File: src/rtl/ysyx_22040088_defines.sv
// Shared definitions for the EXU multiply/divide unit: data width, divider
// FSM encoding, MDU op bit positions inside alu_op, and small helpers.
package ysyx_22040088_defines;

    localparam int XLEN  = 64;
    localparam int WLEN  = XLEN / 2;
    localparam int CNT_W = $clog2(XLEN) + 1;

    // Divider FSM encoding
    localparam logic [1:0] ST_IDLE = 2'd0;
    localparam logic [1:0] ST_BUSY = 2'd1;
    localparam logic [1:0] ST_FIX  = 2'd2;
    localparam logic [1:0] ST_DONE = 2'd3;

    // One-hot MDU op bit indices inside alu_op[16:11]
    localparam int MDU_OP_MUL  = 11;
    localparam int MDU_OP_DIV  = 12;
    localparam int MDU_OP_DIVU = 13;
    localparam int MDU_OP_REM  = 14;
    localparam int MDU_OP_REMU = 15;
    localparam int MDU_OP_WORD = 16;

    // Sign-extend a word-mode value to the full register width.
    function automatic logic [XLEN-1:0] sext_word(input logic [WLEN-1:0] v);
        return {{(XLEN-WLEN){v[WLEN-1]}}, v};
    endfunction

    // Zero-extend a word-mode value to the full register width.
    function automatic logic [XLEN-1:0] zext_word(input logic [WLEN-1:0] v);
        return {{(XLEN-WLEN){1'b0}}, v};
    endfunction

    // Two's-complement negate when requested.
    function automatic logic [XLEN-1:0] cond_neg(input logic [XLEN-1:0] v, input logic neg);
        return neg ? (-v) : v;
    endfunction

endpackage

File: src/rtl/ysyx_22040088_div_step.sv
// One restoring-division iteration: shift the next dividend bit into the
// partial remainder, trial-subtract the divisor magnitude, keep or restore.
module ysyx_22040088_div_step
    import ysyx_22040088_defines::*;
(
    input  logic [XLEN-1:0] rem_in,
    input  logic [XLEN-1:0] quo_in,
    input  logic [XLEN-1:0] dvs,
    output logic [XLEN-1:0] rem_out,
    output logic [XLEN-1:0] quo_out
);

    // The extra top bit carries the shifted-out remainder bit so the trial
    // subtraction sign is exact even when the divisor magnitude is 2^63.
    logic [XLEN:0] shifted;
    logic [XLEN:0] trial;

    // Shift, trial-subtract, restore on a negative result.
    always_comb begin
        shifted = {rem_in, quo_in[XLEN-1]};
        trial   = shifted - {1'b0, dvs};
        if (trial[XLEN]) begin
            rem_out = shifted[XLEN-1:0];
            quo_out = {quo_in[XLEN-2:0], 1'b0};
        end else begin
            rem_out = trial[XLEN-1:0];
            quo_out = {quo_in[XLEN-2:0], 1'b1};
        end
    end

endmodule

File: src/rtl/ysyx_22040088_divider.sv
// Multi-cycle radix-2 restoring divider for the RV64M div/rem group,
// including word forms, sign correction and the RISC-V special cases.
//
// state | meaning
// ------+-----------------------------------------------------------
// IDLE  | waiting for a request, in_ready=1
// BUSY  | one quotient bit per cycle, counter counts down to 1
// FIX   | sign correction / word sign-extension, outputs registered
// DONE  | result presented with out_valid=1 until out_ready
module ysyx_22040088_divider
    import ysyx_22040088_defines::*;
(
    input  logic            clk,
    input  logic            rst_n,
    input  logic            in_valid,
    output logic            in_ready,
    input  logic [XLEN-1:0] dividend,
    input  logic [XLEN-1:0] divisor,
    input  logic            is_signed,
    input  logic            is_word,
    input  logic            flush,
    output logic            out_valid,
    input  logic            out_ready,
    output logic [XLEN-1:0] quotient,
    output logic [XLEN-1:0] remainder
);

    logic [1:0]      state;
    logic [CNT_W-1:0] counter;
    logic [XLEN-1:0] rem_r;
    logic [XLEN-1:0] quo_r;
    logic [XLEN-1:0] dvs_r;
    logic            neg_quo;
    logic            neg_rem;
    logic            word_r;

    logic [XLEN-1:0] a_ext;
    logic [XLEN-1:0] b_ext;
    logic [XLEN-1:0] a_w;
    logic [XLEN-1:0] a_mag;
    logic [XLEN-1:0] b_mag;
    logic [XLEN-1:0] min_int;
    logic [XLEN-1:0] quo_init;
    logic [CNT_W-1:0] cnt_init;
    logic            a_neg;
    logic            b_neg;
    logic            div_zero;
    logic            overflow;

    logic [XLEN-1:0] step_rem;
    logic [XLEN-1:0] step_quo;
    logic [XLEN-1:0] q_signed;
    logic [XLEN-1:0] r_signed;
    logic [XLEN-1:0] q_fix;
    logic [XLEN-1:0] r_fix;

    assign in_ready  = (state == ST_IDLE);
    assign out_valid = (state == ST_DONE);

    // Operand preparation and special-case detection on the live request.
    always_comb begin
        if (is_word) begin
            a_ext = is_signed ? sext_word(dividend[WLEN-1:0]) : zext_word(dividend[WLEN-1:0]);
            b_ext = is_signed ? sext_word(divisor[WLEN-1:0])  : zext_word(divisor[WLEN-1:0]);
            a_w   = sext_word(dividend[WLEN-1:0]);
            min_int  = sext_word({1'b1, {(WLEN-1){1'b0}}});
            cnt_init = CNT_W'(WLEN);
        end else begin
            a_ext = dividend;
            b_ext = divisor;
            a_w   = dividend;
            min_int  = {1'b1, {(XLEN-1){1'b0}}};
            cnt_init = CNT_W'(XLEN);
        end
        a_neg = is_signed & a_ext[XLEN-1];
        b_neg = is_signed & b_ext[XLEN-1];
        a_mag = cond_neg(a_ext, a_neg);
        b_mag = cond_neg(b_ext, b_neg);
        // Word-mode magnitudes fit in 32 bits, so park them at the top of the
        // shift register and only 32 iterations are needed.
        quo_init = is_word ? {a_mag[WLEN-1:0], {WLEN{1'b0}}} : a_mag;
        div_zero = (b_ext == '0);
        overflow = is_signed & (a_ext == min_int) & (b_ext == '1);
    end

    ysyx_22040088_div_step u_div_step (
        .rem_in  (rem_r),
        .quo_in  (quo_r),
        .dvs     (dvs_r),
        .rem_out (step_rem),
        .quo_out (step_quo)
    );

    // Final sign correction and word-mode sign-extension of the raw result.
    always_comb begin
        q_signed = cond_neg(quo_r, neg_quo);
        r_signed = cond_neg(rem_r, neg_rem);
        q_fix    = word_r ? sext_word(q_signed[WLEN-1:0]) : q_signed;
        r_fix    = word_r ? sext_word(r_signed[WLEN-1:0]) : r_signed;
    end

    // Control FSM and iteration datapath; flush overrides every state.
    always_ff @(posedge clk or negedge rst_n) begin
        if (!rst_n) begin
            state     <= ST_IDLE;
            counter   <= '0;
            rem_r     <= '0;
            quo_r     <= '0;
            dvs_r     <= '0;
            neg_quo   <= 1'b0;
            neg_rem   <= 1'b0;
            word_r    <= 1'b0;
            quotient  <= '0;
            remainder <= '0;
        end else if (flush) begin
            state   <= ST_IDLE;
            counter <= '0;
        end else begin
            case (state)
                ST_IDLE: begin
                    if (in_valid) begin
                        if (div_zero || overflow) begin
                            state     <= ST_DONE;
                            quotient  <= div_zero ? '1 : a_w;
                            remainder <= div_zero ? a_w : '0;
                        end else begin
                            state   <= ST_BUSY;
                            counter <= cnt_init;
                            rem_r   <= '0;
                            quo_r   <= quo_init;
                            dvs_r   <= b_mag;
                            neg_quo <= a_neg ^ b_neg;
                            neg_rem <= a_neg;
                            word_r  <= is_word;
                        end
                    end
                end
                ST_BUSY: begin
                    rem_r   <= step_rem;
                    quo_r   <= step_quo;
                    counter <= counter - CNT_W'(1);
                    if (counter == CNT_W'(1)) begin
                        state <= ST_FIX;
                    end
                end
                ST_FIX: begin
                    quotient  <= q_fix;
                    remainder <= r_fix;
                    state     <= ST_DONE;
                end
                ST_DONE: begin
                    if (out_ready) begin
                        state <= ST_IDLE;
                    end
                end
                default: begin
                    state <= ST_IDLE;
                end
            endcase
        end
    end

endmodule

File: config.mk
export PLATFORM = sky130hd
export DESIGN_NAME = ysyx_22040088_divider
export DESIGN_NICKNAME = d
export VERILOG_FILES = /design/src/rtl/ysyx_22040088_defines.sv /design/src/rtl/ysyx_22040088_div_step.sv /design/src/rtl/ysyx_22040088_divider.sv
export SDC_FILE = /design/constraint.sdc
export NUM_CORES = 1
export LEC_CHECK = 0
export ABC_AREA = 1
export BUFFER_PORTS_ARGS = -buffer_cell sky130_fd_sc_hd__buf_2
export CAP_MARGIN = 10
export CORE_MARGIN = 2
export CORE_UTILIZATION = 36
export DETAILED_ROUTE_END_ITERATION = 7
export PLACE_DENSITY = 0.57
export SLEW_MARGIN = 20
export SYNTH_ARGS = -nofsm -noshare
export SYNTH_HDL_FRONTEND = slang
export SYNTH_SLANG_ARGS = --single-unit
File: constraint.sdc
create_clock -name clk -period 3.45 [get_ports clk]
set_input_delay 0.69 -clock clk [delete_from_list [all_inputs] [get_ports clk]]
set_output_delay 0.69 -clock clk [all_outputs]
set_load 0.02 [all_outputs]
==> results.md <==
Outcome:
- The run finished with clean final reports.

Floorplan:
- The die covers 0.0879 mm2.
- The floorplan step set the die width to 296 um.
- The standard-cell row count is 107.
- The area of the placeable core is 0.0850 mm2.
- Pin placement for this block handled 265 I/O pins.
- The initial utilization of the core area, before any placement, comes to 36.2%.
- The die is 296 um tall.

STA:
- The number of setup violations in the final report is 0.
- After layout, the worst setup slack is 0.255 ns.
- The final critical path takes up 92.6% of the cycle.
- Timing would allow up to 0.313 GHz.
- The hold violation count in the final report is 0.
- The count of final max-slew check failures is 0.
- The final setup skew is 0.0497 ns.
- The transition time of the tightest slew-check pin is 0.947 ns.
- Setup repair after global routing left no endpoint under its margin.
- The worst path needs 3.19 ns of the cycle, external delays included.
- The relative slew slack is 36.2%.
- The post-route worst hold slack is 0.461 ns.

Worst hold path:
- In this run the most critical hold path is launched from divisor[0].
- The path with the worst hold slack has its endpoint at dvs_r[0]$_DFFE_PN0P_.
- The tightest min-delay check is of the primary input to flop type.
- Along the worst hold path, the cell count comes to 3.

Worst setup path:
- The category of the most critical setup path is flop to flop.
- In this design, the stage delay of the slowest critical-path cell is 0.48 ns.
- The biggest fanout along the worst timing path is 20.
- Among the stages of the critical path, the cell type that occurs most often is sky130_fd_sc_hd__nand2_1.
- The cell depth of the worst flop-to-flop path is 19.
- For the worst setup path, the data required time is 3.90 ns.
- The critical path capture point type is a flop.
- The reg-to-reg setup timing slack is 0.26 ns.
- The endpoint identified for the worst register-to-register timing path is rem_r[27]$_DFFE_PN0P_.
- The origin of the critical flop-to-flop path is dvs_r[0]$_DFFE_PN0P_.
- Data arrives at the worst endpoint at 3.64 ns.
- Walking the worst path, the cells encountered are ha_1 > fa_1 > inv_1 > nand2_1 > nand2_1 > nand3_1 > nand2_1 > nand2_1 > nand2_1 > nand2_1 > nand2_1 > nand2_1 > nand2_1 > nand2_1 > nand2_2 > buf_4 > nand2_1 > nand3_1 > o21ai_0.
- The highest-delay cell along the critical path is sky130_fd_sc_hd__dfrtp_1.
- The startpoint kind of the worst setup timing path is a flop.

Logic synthesis:
- After synthesis, flip-flops and latches occupy 27.0% of the total area.
- Synthesis instantiated 52 different standard cells from the library.
- The most used flip-flop cell after synthesis is sky130_fd_sc_hd__dfrtp_1.
- The post-synthesis cell type with the largest combined area is sky130_fd_sc_hd__dfrtp_1.
- After synthesis, the largest area contributor takes up 27.0% of total cell area.
- During synthesis, Yosys emitted a total of 0 warnings.
- By count the netlist is led by sky130_fd_sc_hd__nand2_1 (1918), sky130_fd_sc_hd__inv_1 (694), sky130_fd_sc_hd__nor2_1 (583), sky130_fd_sc_hd__nand3_1 (452), sky130_fd_sc_hd__o21ai_0 (394).
- Counting every instance in the synthesized netlist gives 5337.
- In this run the cell area of the synthesized design comes to 0.0308 mm2.
- Sorting the synthesized cells by area gives the leading types as sky130_fd_sc_hd__dfrtp_1 (27%), sky130_fd_sc_hd__nand2_1 (23%), sky130_fd_sc_hd__inv_1 (8.5%).
- The fraction of registers with async set or reset after synthesis is 100%.
- After synthesis, the mean cell area works out to 5.77 um2.
- The post-synthesis sequential element count is 332.
- The most frequently used cell type in the post-synthesis netlist is sky130_fd_sc_hd__nand2_1.
- The post-synthesis net count is 5548.
- Yosys mapped a number of flops with a built-in enable equal to 0.

Global route:
- The number of global-route vias before repair was 33500.
- The first global-routing pass estimated 217000 um of wire.
- The number of antenna violations at the first check in global routing is 2.
- The total global routing track utilization is 33.1%.
- The pin count of the biggest net entering global routing is 107.
- After global routing the overflow that remains totals 0.

Place:
- After legalization and detailed placement, the total HPWL measured 123000 um.
- The congestion estimate from routability-driven global placement came to 1.04.
- Prior to clock tree synthesis, the placed netlist has a worst setup slack of -0.130 ns.
- Input and output buffers added on the ports amount to 264.

Pwr:
- The analysis attributes to cell leakage a power of 19.3 nW.
- The power density over cell area is 976 mW/mm2.
- The worst vdd rail ir drop is 0.436 mV.

Run:
- The tool flagged a number of max-cap violations equal to 0.

CTS:
- The latest clock arrival within the worst-skew pair is 0.62 ns.
- TritonCTS created 42 clock buffers.
- The cell sitting at the root of the clock tree is a sky130_fd_sc_hd__clkbuf_16.
- The tree built by TritonCTS fans out to 332 sinks.
- TritonCTS built the clock tree.
- The worst-case clock buffer depth is 3.
- The number of setup buffers added after CTS is 0.
- The number of H-tree levels is 2.
- The clock slew seen by the registers of the worst setup and hold paths is 0.06 ns.

Finish:
- The fraction of layout cells with a size suffix above 1 is 10.3%.
- The post-layout utilization of the core is 42.3%.
- From synthesis to final layout, the design area changed by 16.7%.
- For this run, the post-layout net count is 5847.

Routing:
- After detailed routing, the number of vias per cell comes to 5.27.
- Across all layers, the routed design uses 35900 vias.
- After detailed routing, the average wire length per cell comes to 21.8 um.
- The number of routed nets with antenna violations is 0.
- The violation count after the first detailed-routing iteration is 3909.
- For this run, the detailed router's first-pass iteration total came to 8.
- The number of remaining DRC errors is 0.
- After detailed routing, the total wire length is 148000 um.
## per-stage QoR
step                      TNS, ns  power, mW  std cells  instance area [um2]
after floorplan                 0       20.9       5337                30800
after global placement      -1.68       29.6       6735                34400
after detailed placement    -3.55       29.7       6735                34400
after CTS                       0       34.8       6813                35900
after global routing            0       37.7       6814                36000
final                           0       35.1       6814                36000
## what timing repair did
| action | in CTS | in global routing |
|---|---|---|
| hold buffers | 1 | 0 |
| resized for setup | 0 | 2 |
| endpoints found under the setup margin | 0 | 25 |
| endpoints found under the hold margin | 18 | 0 |
## state kept, by name, summed over array words and instances, names as in the netlist
name / count
quo_r: 64
quotient: 64
neg_quo: 1
neg_rem: 1
state: 2
rem_r: 64
word_r: 1
dvs_r: 64
counter: 7
remainder: 64
## placed cells by master (no fill, tap or decap), types with 55 or more instances in the layout
master,n
sky130_fd_sc_hd__nor2_1,582
sky130_fd_sc_hd__ha_1,73
sky130_fd_sc_hd__nor3_1,55
sky130_fd_sc_hd__buf_4,161
sky130_fd_sc_hd__nand3_1,451
sky130_fd_sc_hd__o21ai_0,394
sky130_fd_sc_hd__dfrtp_1,331
sky130_fd_sc_hd__nand4_1,86
sky130_fd_sc_hd__nand2_1,1917
sky130_fd_sc_hd__buf_2,263
sky130_fd_sc_hd__xor2_1,83
sky130_fd_sc_hd__inv_1,691
sky130_fd_sc_hd__a21oi_1,200
## cell type report
type,instances,area (um2)
diodes,1,2.50
clock buffers,55,1170
clock inverters,22,370
fillers,9458,49100
inverters,709,2660
multi-input cells,4102,19000
flip-flops and latches,332,8310
well taps,1144,1430
repair buffers,449,3010
## cell families after synthesis
| kind of cell | share of synthesized area (%) |
|---|---|
| flops | 27.0 |
| buf+inv | 11.5 |
| fa+ha+maj | 3.11 |
| simple gates | 42.4 |
| xor+xnor | 3.55 |
| compound gates | 12.5 |
## power breakdown
group          internal [mW]  total, mW  switching (mW)  leakage [nW]
logic                   6.76       23.0            16.2          14.2
registers               5.50       7.13            1.63          4.27
clock network           3.01       5.01            2.00         0.750
## worst max path at each step
stage	from	to	slack, ns	cells after the start
3_5_place_dp	dividend[0]	quotient[54]$_DFFE_PN0P_	-0.13	17
4_1_cts	rem_r[32]$_DFFE_PN0P_	rem_r[28]$_DFFE_PN0P_	0.14	15
3_3_place_gp	dividend[0]	quotient[62]$_DFFE_PN0P_	-0.07	17
5_1_grt	dvs_r[0]$_DFFE_PN0P_	rem_r[33]$_DFFE_PN0P_	0.04	19
6_report	dvs_r[0]$_DFFE_PN0P_	rem_r[27]$_DFFE_PN0P_	0.26	19
2_1_floorplan	quo_r[63]$_DFFE_PN0P_	rem_r[50]$_DFFE_PN0P_	0.74	20
## worst max-delay path: cells and delay by family, from the launching register on
family / cells / cell delay (ns)
buffers and inverters: 2 / 0.38
AOI/OAI and AO/OA: 1 / 0.09
and+or+nand+nor: 14 / 1.35
DFF: 1 / 0.48
adders and majority gates: 2 / 0.75
## metal layers
metal | routed length [um] | track usage (%) | up-vias
met1 | 63400 | 44.2 | 16600
met5 | 0 | 0 | -
met4 | 7640 | 15.3 | 0
li1 | - | - | 17500
met2 | 67500 | 53.8 | 1493
met3 | 9890 | 3.41 | 280
No activity file was read; power rests on OpenSTA's default activity.
